--- config.mk ---
export PLATFORM = sky130hd
export DESIGN_NAME = down_counter_flat
export DESIGN_NICKNAME = d
export VERILOG_FILES = /design/src/rtl/down_counter_pkg.sv /design/src/rtl/down_counter_if.sv /design/src/rtl/down_counter_dec.sv /design/src/rtl/down_counter.sv /design/src/flat_wrapper.sv
export SDC_FILE = /design/constraint.sdc
export NUM_CORES = 1
export LEC_CHECK = 0
export ABC_AREA = 1
export CAP_MARGIN = 20
export CORE_MARGIN = 3
export CORE_UTILIZATION = 30
export CTS_BUF_LIST = sky130_fd_sc_hd__clkbuf_2 sky130_fd_sc_hd__clkbuf_4 sky130_fd_sc_hd__clkbuf_8
export CTS_CLUSTER_SIZE = 16
export DETAILED_ROUTE_END_ITERATION = 7
export GPL_ROUTABILITY_DRIVEN = 0
export PLACE_DENSITY_LB_ADDON = 0.15
export SYNTH_ARGS = -nofsm -noshare
export SYNTH_HDL_FRONTEND = slang
export SYNTH_HIERARCHICAL = 1
export SYNTH_SLANG_ARGS = --single-unit
--- constraint.sdc ---
create_clock -name clk -period 1.83 [get_ports clk]
set_input_delay 0.366 -clock clk [delete_from_list [all_inputs] [get_ports clk]]
set_output_delay 0.366 -clock clk [all_outputs]
set_load 0.01 [all_outputs]
--- src/rtl/down_counter_pkg.sv ---
// Shared encodings and default sizing for the loadable down counter.
package down_counter_pkg;

  typedef enum logic {
    ST_IDLE = 1'b0,
    ST_RUN  = 1'b1
  } state_t;

  localparam int DOWN_COUNTER_WIDTH = 4;

endpackage

--- src/rtl/down_counter_if.sv ---
// Load/control/status bundle for down_counter; master drives loads, slave is the counter.
interface down_counter_if
  import down_counter_pkg::*;
#(
  parameter int WIDTH = DOWN_COUNTER_WIDTH
);

  logic             load_valid;
  logic [WIDTH-1:0] load_value;
  logic             load_ready;
  logic             enable;
  logic             stop;
  logic [WIDTH-1:0] count;
  logic             busy;
  logic             done;

  modport master (
    output load_valid,
    output load_value,
    output enable,
    output stop,
    input  load_ready,
    input  count,
    input  busy,
    input  done
  );

  modport slave (
    input  load_valid,
    input  load_value,
    input  enable,
    input  stop,
    output load_ready,
    output count,
    output busy,
    output done
  );

endinterface

--- src/rtl/down_counter_dec.sv ---
// Combinational borrow-chain decrementer with is_one / is_zero detect.
module down_counter_dec
  import down_counter_pkg::*;
#(
  parameter int WIDTH = DOWN_COUNTER_WIDTH
) (
  input  logic [WIDTH-1:0] a,
  output logic [WIDTH-1:0] dec,
  output logic             is_one,
  output logic             is_zero
);

  logic [WIDTH:0] borrow;
  logic           zero_hi;

  // Ripple borrow: a bit flips while every lower bit is still zero.
  always_comb begin
    borrow    = '0;
    dec       = '0;
    borrow[0] = 1'b1;
    for (int i = 0; i < WIDTH; i++) begin
      dec[i]      = a[i] ^ borrow[i];
      borrow[i+1] = borrow[i] & ~a[i];
    end
  end

  always_comb begin
    zero_hi = 1'b1;
    for (int i = 1; i < WIDTH; i++) begin
      zero_hi = zero_hi & ~a[i];
    end
  end

  // Borrow escaping the top bit means every input bit was zero.
  assign is_zero = borrow[WIDTH];
  assign is_one  = a[0] & zero_hi;

endmodule

--- src/rtl/down_counter.sv ---
// Loadable down counter with valid/ready load, enable, stop and registered done pulse.
// Optional periodic mode: define DOWN_COUNTER_AUTORELOAD_EN.
module down_counter
  import down_counter_pkg::*;
#(
  parameter int WIDTH = DOWN_COUNTER_WIDTH
) (
  input logic               clk,
  input logic               reset,
  down_counter_if.slave     bus
);

  state_t           state_p0;
  logic [WIDTH-1:0] count_p0;
  logic             done_p0;
  logic [WIDTH-1:0] count_dec;
  logic             count_is_one;
  logic             count_is_zero;
  logic             load_is_zero;

`ifdef DOWN_COUNTER_AUTORELOAD_EN
  logic [WIDTH-1:0] reload_p0;
`endif

  down_counter_dec #(
    .WIDTH (WIDTH)
  ) u_dec (
    .a       (count_p0),
    .dec     (count_dec),
    .is_one  (count_is_one),
    .is_zero (count_is_zero)
  );

  assign load_is_zero = (bus.load_value == '0);

  // ---- state / count / done register stage ----
  always_ff @(posedge clk) begin
    if (!reset) begin
      state_p0  <= ST_IDLE;
      count_p0  <= '0;
      done_p0   <= 1'b0;
`ifdef DOWN_COUNTER_AUTORELOAD_EN
      reload_p0 <= '0;
`endif
    end else begin
      done_p0 <= 1'b0;
      case (state_p0)
        ST_IDLE: begin
          if (bus.load_valid) begin
            count_p0  <= bus.load_value;
`ifdef DOWN_COUNTER_AUTORELOAD_EN
            reload_p0 <= bus.load_value;
`endif
            // A zero load is already terminal: pulse done without entering RUN.
            if (load_is_zero) begin
              done_p0 <= 1'b1;
            end else begin
              state_p0 <= ST_RUN;
            end
          end
        end
        ST_RUN: begin
          if (bus.stop) begin
            state_p0 <= ST_IDLE;
          end else if (bus.enable) begin
            if (count_is_one) begin
              done_p0 <= 1'b1;
`ifdef DOWN_COUNTER_AUTORELOAD_EN
              count_p0 <= reload_p0;
`else
              count_p0 <= '0;
              state_p0 <= ST_IDLE;
`endif
            end else if (!count_is_zero) begin
              count_p0 <= count_dec;
            end
          end
        end
        default: state_p0 <= ST_IDLE;
      endcase
    end
  end

  assign bus.count      = count_p0;
  assign bus.done       = done_p0;
  assign bus.busy       = (state_p0 == ST_RUN);
  assign bus.load_ready = (state_p0 == ST_IDLE);

  // RUN is only entered with a nonzero count and leaves before reaching zero.
  a_run_nonzero: assert property (@(posedge clk) disable iff (!reset)
    (state_p0 == ST_RUN) |-> (count_p0 != '0));

endmodule

--- src/flat_wrapper.sv ---
// flat-port wrapper written by rule: the top's interface ports become plain ports
module down_counter_flat import down_counter_pkg::*;
#(
  parameter int WIDTH = DOWN_COUNTER_WIDTH
)
  (clk, reset, bus_load_valid, bus_load_value, bus_enable, bus_stop, bus_load_ready, bus_count, bus_busy, bus_done);
  down_counter_if #(.WIDTH(WIDTH)) bus_i ();
  input logic clk;
  input logic reset;
  input wire logic [$bits(bus_i.load_valid)-1:0] bus_load_valid;
  input wire logic [$bits(bus_i.load_value)-1:0] bus_load_value;
  input wire logic [$bits(bus_i.enable)-1:0] bus_enable;
  input wire logic [$bits(bus_i.stop)-1:0] bus_stop;
  output wire logic [$bits(bus_i.load_ready)-1:0] bus_load_ready;
  output wire logic [$bits(bus_i.count)-1:0] bus_count;
  output wire logic [$bits(bus_i.busy)-1:0] bus_busy;
  output wire logic [$bits(bus_i.done)-1:0] bus_done;
  assign bus_i.load_valid = bus_load_valid;
  assign bus_i.load_value = bus_load_value;
  assign bus_i.enable = bus_enable;
  assign bus_i.stop = bus_stop;
  assign bus_load_ready = bus_i.load_ready;
  assign bus_count = bus_i.count;
  assign bus_busy = bus_i.busy;
  assign bus_done = bus_i.done;
  down_counter #(.WIDTH(WIDTH)) u_core (.clk(clk), .reset(reset), .bus(bus_i));
endmodule
After elaboration in Yosys (flattened, before gate mapping):

Cells that the tools add are included.

* equality and inequality tests: 4
* muxes and demuxes: 18
* bitwise logic cells: 14
* reduce and logical (&&, ||, !) cells: 2

Operator list (number)
* 2-to-1 mux 4 bit: 5
* 2-to-1 mux 1 bit: 10
* one-hot mux 4 bit (2 select lines): 1
* AND 1 bit: 6
* != test 2 bit (second input constant): 3
* inverter 1 bit: 5
* zero test 4 bit: 1
* one-hot mux 1 bit (2 select lines): 2
* AND reduction 4 bit: 1
* != test 3 bit (second input constant): 1
* bitwise XOR 1 bit: 3

* register bits: 6

Logic depth before layout (Yosys ltp):

Gate-level depths: netlist of run 1.

* depth after elaboration: 9
* mapped depth: 9

Cells and area by module:

The synthesis of run 1 kept the hierarchy.

By module, submodules not included
* down_counter: instances 1, cells an instance 61, area each 404.1 µm²
* down_counter_dec: instances 1, cells an instance 13, area each 75.1 µm²

Worst setup path after synthesis of run 1:

OpenSTA, ideal clock, no wires.

* path kind: register to register
* start: register u_core.count_p0[0] (netlist: u_core/bus.count[0])
* end: register u_core.count_p0[3] (netlist: u_core/bus.count[3])
* setup time: 0.113 ns
* arrival: 1.344 ns
* required time: 1.717 ns
* path slack: 0.373 ns
* stages on the path, launching flop included: 10
* clock period less this slack: 1.457 ns
* cell sequence: dfxtp_1 > inv_1 > ha_1 > ha_1 > ha_1 > inv_1 > nand3_1 > nand2_1 > nor2_1 > nor2_1

* word-level cells in the longest chain between the ends: 9

RTL lines
* start: declaration: RTL line down_counter.sv:14 `logic [WIDTH-1:0] count_p0;`
* start signal: assignment: RTL line down_counter.sv:50 `count_p0 <= bus.load_value;`
* start signal: assignment: RTL line down_counter.sv:75 `count_p0 <= count_dec;`
* inverter 1 bit
* named net u_core.count_dec[0]: RTL line down_counter.sv:16 `logic [WIDTH-1:0] count_dec;`
* AND 1 bit (2 in series): RTL line down_counter_dec.sv:23 `borrow[i+1] = borrow[i] & ~a[i];`
* bitwise XOR 1 bit: RTL line down_counter_dec.sv:22 `dec[i] = a[i] ^ borrow[i];`
* named net u_core.count_dec[3]: RTL line down_counter.sv:16
* 2-to-1 mux 4 bit: RTL line down_counter.sv:74 `end else if (!count_is_zero) begin`
* 2-to-1 mux 4 bit: RTL line down_counter.sv:66 `if (count_is_one) begin`
* 2-to-1 mux 4 bit: RTL line down_counter.sv:65 `end else if (bus.enable) begin`
* 2-to-1 mux 4 bit: RTL line down_counter.sv:63 `if (bus.stop) begin`
* one-hot mux 4 bit (2 select lines): RTL line down_counter.sv:47 `case (state_p0)`

The timed path passes the listed nets, and every way through them passes these cells. The select of a mux whose other input is x is not followed.
A chain may end at the register's enable or synchronous reset.

Final worst setup path of run 1:

* start: register u_core.state_p0 (netlist: u_core/bus.busy)
* end: output bus_load_ready

* word-level cells in the longest chain between the ends: 1

RTL lines
* start: declaration: RTL line down_counter.sv:13 `state_t state_p0;`
* start signal: assignment: RTL line down_counter.sv:39 `state_p0 <= ST_IDLE;`
* start signal: assignment: RTL line down_counter.sv:58 `state_p0 <= ST_RUN;`
* start signal: assignment: RTL line down_counter.sv:64 `state_p0 <= ST_IDLE;`
* inverter 1 bit: RTL line down_counter.sv:87 `assign bus.load_ready = (state_p0 == ST_IDLE);`
* end: declaration: RTL line flat_wrapper.sv:14 `output wire logic [$bits(bus_i.load_ready)-1:0] bus_load_ready;`

Every way passes these cells.

==> results of run 1 <==
[where the power goes]
| part | switching, mW | internal [mW] |
|---|---|---|
| clock | 0.0474 | 0.0741 |
| combinational | 0.0920 | 0.0815 |
| sequential | 0.0119 | 0.143 |
| total | 0.151 | 0.299 |
[worst reg2reg max path, delay by kind of cell (launching register included)]
family        cells  cell delay (ps)
simple gates      4              290
flops             1              350
buf+inv           2              110
fa+ha+maj         3              640
[synth_stat cells]
cell,instances
nor2_1,10
inv_2,3
nand2_4,1
nand2_1,17
nor2_8,1
nand3_2,1
inv_1,13
buf_6,1
a21oi_1,2
dfxtp_1,6
nand4_1,1
nand3_1,11
nand3_4,1
inv_6,1
ha_1,3
o21ai_0,2
[state kept, by name, summed over array words and instances (netlist names)]
register	count
u_core/bus.count	4
u_core/bus.done	1
u_core/bus.busy	1
[layout make-up]
type / count / share of cell area (%)
clock buffers: 3 / 3.38
inverters: 17 / 10.3
multi-input cells: 50 / 41.8
flip-flops and latches: 6 / 18.0
well taps: 15 / 2.81
repair buffers: 16 / 23.6
[per-layer routing]
layer,up-vias,wire (um)
met1,223,536
met3,2,50
met4,0,27
met5,-,0
met2,14,480
li1,265,-
[per-stage QoR]
stage | setup WS, ps | utilization [%]
2_1_floorplan | 373 | -
3_3_place_gp | 329 | 46.1
3_5_place_dp | 338 | 46.1
4_1_cts | 203 | 47.7
5_1_grt | 160 | 47.7
6_report | 223 | 47.7
[worst max-delay path by stage]
stage / endpoint / slack (ps)
global route: bus_load_ready / 160
CTS: bus_load_ready / 200
global placement: u_core/bus.count[3] / 330
floorplan: u_core/bus.count[3] / 370
finish: bus_load_ready / 220
detailed placement: u_core/bus.count[3] / 340
[cells by family after synthesis]
logic type | share of synthesized area (%)
AOI/OAI and AO/OA | 4.18
buffers and inverters | 16.7
adders and majority gates | 7.83
and+or+nand+nor | 46.2
DFF | 25.1
==> reports/summary.txt, run 1 <==
Leading cell type in the layout, fill and taps excluded: nand2_1
CTS Root Cell: clkbuf_4
Max Root-Sink Buffers: 2
Worst slew pin tran: 226 ps
Pleak: 0.328 nW
Crit Path Category: flop to output pin
Port-buffer cells: 15
Syn avg cell area: 6.48 um2
Post-Place Cells: 104
Die Wd: 46.0 um
Clock Latency Late Sink: 240 ps
PD cells: 675 nW/um2
Distinct cells, synth: 16
Fin. Hold Viols: 0
RSZ-0062 raised after global routing: false
# hold bufs at CTS: 0
Synth Instances: 74
R2r startpoint: u_core/bus.count[0]
Final Instance Count excl. Fillers: 107
Crit path required time: 1460 ps
Vias in the first global route: 456
Synthesized area: 479 um2
First-pass GRT wire length: 1810 um
CP max stage cell: clkdlybuf4s50_1
CTS tree: yes
Crit path DAT: 1240 ps
Initial antenna violation count: 0
WHS: 566 ps
GR Util met2: 17.6%
Yosys warnings: 6
IO Pins: 16
Startpoint types: flop
Wirelength per Cell: 10.2 um
Gr ovfl total: 0
Setup violators final: 0
Multi-input gate area: 279 um2
Synth area leader: dfxtp_1
Max-Slew Margin vs Limit: 84.9%
Number of diodes: 0
Area after DPL: 644 um2
H-tree Lvls: 1
Hold Path Origin: u_core/bus.count[0]
Pin count of the biggest net entering global routing: 10
Crit path from: u_core/bus.busy
Full die area: 2110 um2
CP cell instances: inv_6 -> clkdlybuf4s50_1
Vias per inst: 4.71
WHS Path Cells: 4
Post-layout min period: 1610 ps
Die Span Y: 46.0 um
Area Growth Syn to Fin: 39.2%
Via count: 504
Max Cap Viol: 0
Hold Crit Endpoint: u_core/bus.count[0]
Sequential Area: 120 um2
Crit. End Element: output pin
Clock sink count: 6
Fillcell total: 151
Status: completed
Max FO, Critical Path: 5
Drt first pass iters: 4
Post-Syn Nets: 86
Slowest stage delay, CP: 540 ps
Clock buffer count from CTS: 3
Stages on the worst setup path: 2
Commonest cells after routing, fill and taps aside: nand2_1, clkdlybuf4s50_1, inv_1, nand3_1, nor2_1
Hold Crit Class: flop to flop
Register area share after synthesis: 25.1%
Slew Limit Fails: 0
Largest delay share family, worst path: buffers and inverters
Max Freq: 622 MHz
Grt met1 use: 16.1%
DRC: 0
Worst reg2reg setup slack: 340 ps
DRT iter0 DRCs: 27
Clock skew: 2.31 ps
Drt total wl: 1090 um
M3 GR Usage: 1.19%
Worst r2r dst: u_core/bus.count[3]
Final Cycle Share: 87.8%
Bufs and invs on worst path: 2
Gr busiest metal: met2
Post-CTS setup buffers: 0
Top cells by area, synth: dfxtp_1, nand2_1, nand3_1
Worst-path clk slew: 40 ps
Setup TNS: 0 ps
GRT Resource Usage Total: 12.3%
Antenna-violating nets left: 0
Share of layout cells above drive strength 1: 13.0%
Reg2reg path depth: 9
Synthesis-stage register bit count: 6
Hpwl dp: 914 um
Cts repair resizes: 0
Num rows: 13
Post-synth top area share: 25.1%
Max IR drop VDD: 0.483 mV
Final nets: 106
Core area: 1400 um2
Power Total: 0.450 mW
Initial Util: 34.3%
Final instance area: 667 um2
Note: power is estimated with default switching activity, not from simulation.
==> run 2, diff against run 1 <==
--- a/config.mk
+++ b/config.mk
@@ -7,12 +7,13 @@
 export LEC_CHECK = 0
 export ABC_AREA = 1
 export CAP_MARGIN = 20
-export CORE_MARGIN = 3
-export CORE_UTILIZATION = 30
+export CORE_AREA = 3 3 40 42
 export CTS_BUF_LIST = sky130_fd_sc_hd__clkbuf_2 sky130_fd_sc_hd__clkbuf_4 sky130_fd_sc_hd__clkbuf_8
 export CTS_CLUSTER_SIZE = 16
 export DETAILED_ROUTE_END_ITERATION = 7
+export DIE_AREA = 0 0 43 45
 export GPL_ROUTABILITY_DRIVEN = 0
+export MAX_ROUTING_LAYER = met4
 export PLACE_DENSITY_LB_ADDON = 0.15
 export SYNTH_ARGS = -nofsm -noshare
 export SYNTH_HDL_FRONTEND = slang
==> run 2 against run 1 <==
  * Cell area is the same
  * Non-clock buffer count is the same
  * Hold slack gained 9.5 ps
  * Sequential cell count is the same
  * Sequential power is essentially flat
  * First-iteration DRC count shrank 56%
  * Setup slack lost 9.9 ps
  * Sequential share of layout area is the same
==> reports/summary.txt, run 2 (synthesized netlist as in run 1, its figures left out) <==
Status: completed (unchanged)
GR Util met2: 21.6% (was 17.6%)
Gr busiest metal: met2 (unchanged)
Drt first pass iters: 4 (unchanged)
Pleak: 0.328 nW (unchanged)
First-pass GRT wire length: 1870 um (was 1810 um)
GRT Resource Usage Total: 13.7% (was 12.3%)
Crit path required time: 1460 ps (about the same)
PD cells: 684 nW/um2 (was 675 nW/um2)
Initial Util: 37.3% (was 34.3%)
Final Cycle Share: 88.4% (was 87.8%)
Clock sink count: 6 (unchanged)
Number of flip-flops in the largest register: 4 (unchanged)
Worst reg2reg setup slack: 270 ps (was 340 ps)
CTS tree: yes (unchanged)
Port-buffer cells: 15 (unchanged)
Pin count of the biggest net entering global routing: 10 (unchanged)
Wirelength per Cell: 10.4 um (was 10.2 um)
Full die area: 1940 um2 (was 2110 um2)
Final nets: 106 (unchanged)
Worst r2r dst: u_core/bus.count[1] (was u_core/bus.count[3])
H-tree Lvls: 1 (unchanged)
Max IR drop VDD: 0.304 mV (was 0.483 mV)
Clock buffer count from CTS: 3 (unchanged)
Hold Crit Class: flop to flop (unchanged)
Crit Path Category: flop to output pin (unchanged)
Max Root-Sink Buffers: 2 (unchanged)
Fin. Hold Viols: 0 (unchanged)
R2r startpoint: u_core/bus.count[0] (unchanged)
Area Growth Syn to Fin: 39.2% (unchanged)
Slew Limit Fails: 0 (unchanged)
Post-CTS setup buffers: 0 (unchanged)
Setup TNS: 0 ps (unchanged)
Die Span Y: 45 um (was 46.0 um)
Clock skew: 5.40 ps (was 2.31 ps)
Vias per inst: 4.66 (was 4.71)
Max-Slew Margin vs Limit: 85.2% (was 84.9%)
RSZ-0062 raised after global routing: false (unchanged)
Vias in the first global route: 432 (was 456)
Startpoint types: flop (unchanged)
Setup ws final: 213 ps (was 223 ps)
CTS Root Cell: clkbuf_4 (unchanged)
M3 GR Usage: 3.59% (was 1.19%)
Die Wd: 43 um (was 46.0 um)
Commonest cells after routing, fill and taps aside: nand2_1, clkdlybuf4s50_1, inv_1, nand3_1, nor2_1 (unchanged)
Cts repair resizes: 0 (unchanged)
Setup violators final: 0 (unchanged)
Number of diodes: 0 (unchanged)
Hpwl dp: 901 um (was 914 um)
Crit. End Element: output pin (unchanged)
Max FO, Critical Path: 5 (unchanged)
Worst-path clk slew: 50 ps (was 40 ps)
Drt total wl: 1120 um (was 1090 um)
DRT iter0 DRCs: 12 (was 27)
Worst slew pin tran: 221 ps (was 226 ps)
Crit path from: u_core/bus.busy (unchanged)
# hold bufs at CTS: 0 (unchanged)
Gr ovfl total: 0 (unchanged)
CP endpoint: bus_load_ready (unchanged)
Grt met1 use: 16.0% (was 16.1%)
Crit path DAT: 1250 ps (was 1240 ps)
Via count: 499 (was 504)
Reg2reg path depth: 9 (unchanged)
Post-layout min period: 1620 ps (was 1610 ps)
IO Pins: 16 (unchanged)
Max Cap Viol: 0 (unchanged)
Share of layout cells above drive strength 1: 13.0% (unchanged)
Leading cell type in the layout, fill and taps excluded: nand2_1 (unchanged)
Clock Latency Late Sink: 250 ps (was 240 ps)
DRC: 0 (unchanged)
Antenna-violating nets left: 0 (unchanged)
Initial antenna violation count: 0 (unchanged)
Num rows: 13 (unchanged)
Core area: 1280 um2 (was 1400 um2)
Pre-CTS setup slack: 295 ps (was 338 ps)
Max Freq: 618 MHz (was 622 MHz)
run 2: worst min-delay path by stage:
| stage | cells after the start | start | endpoint | slack (ps) |
|---|---|---|---|---|
| finish | 4 | u_core/bus.count[3] | u_core/bus.count[3] | 580 |
| global route | 4 | u_core/bus.count[0] | u_core/bus.count[0] | 610 |
| CTS | 4 | u_core/bus.count[3] | u_core/bus.count[3] | 580 |
| detailed placement | 4 | u_core/bus.count[3] | u_core/bus.count[3] | 570 |
| global placement | 4 | u_core/bus.count[1] | u_core/bus.count[1] | 550 |
| floorplan | 2 | reset | u_core/bus.count[0] | 490 |
run 2: cell type report:
cell class                 count  area [um2]
clock buffer                   3        22.5
inverter                      17        68.8
multi-input combinational     50         279
tap                           15        18.8
timing repair buffer          16         158
sequential                     6         120
fill                         149         618
run 2: power breakdown:
group	switching, mW	internal [mW]
Combinational	0.0921	0.0811
Clock	0.0526	0.0745
Sequential	0.0125	0.143
Total	0.157	0.299
run 2: metrics by stage:
| stage | std cells | area (um2) | hold WS, ps | total power, mW | utilization, % |
|---|---|---|---|---|---|
| after floorplan | 74 | 479 | 487 | 0.263 | - |
| after global placement | 104 | 644 | 554 | 0.328 | 50.1 |
| after detailed placement | 104 | 644 | 568 | 0.332 | 50.1 |
| after CTS | 107 | 667 | 577 | 0.464 | 51.9 |
| after global routing | 107 | 667 | 615 | 0.489 | 51.9 |
| final | 107 | 667 | 576 | 0.456 | 51.9 |
run 2: per-layer routing:
layer	vias to the layer above	routed length (um)
li1	264	-
met1	216	503
met2	17	503
met3	2	82
met4	0	26
met5	-	0
run 2: worst max-delay path, cell delays in order, from the launching register on:
cell             delay, ps
dfxtp_1                350
inv_6                  110
clkdlybuf4s50_1        540
==> run 3, diff against run 2 <==
--- a/config.mk
+++ b/config.mk
@@ -6,6 +6,7 @@
 export NUM_CORES = 1
 export LEC_CHECK = 0
 export ABC_AREA = 1
+export ABC_CLOCK_PERIOD_IN_PS = 1830
 export CAP_MARGIN = 20
 export CORE_AREA = 3 3 40 42
 export CTS_BUF_LIST = sky130_fd_sc_hd__clkbuf_2 sky130_fd_sc_hd__clkbuf_4 sky130_fd_sc_hd__clkbuf_8
==> results of run 3 <==
Final layout, timing and power as in run 2 (identical DEF).
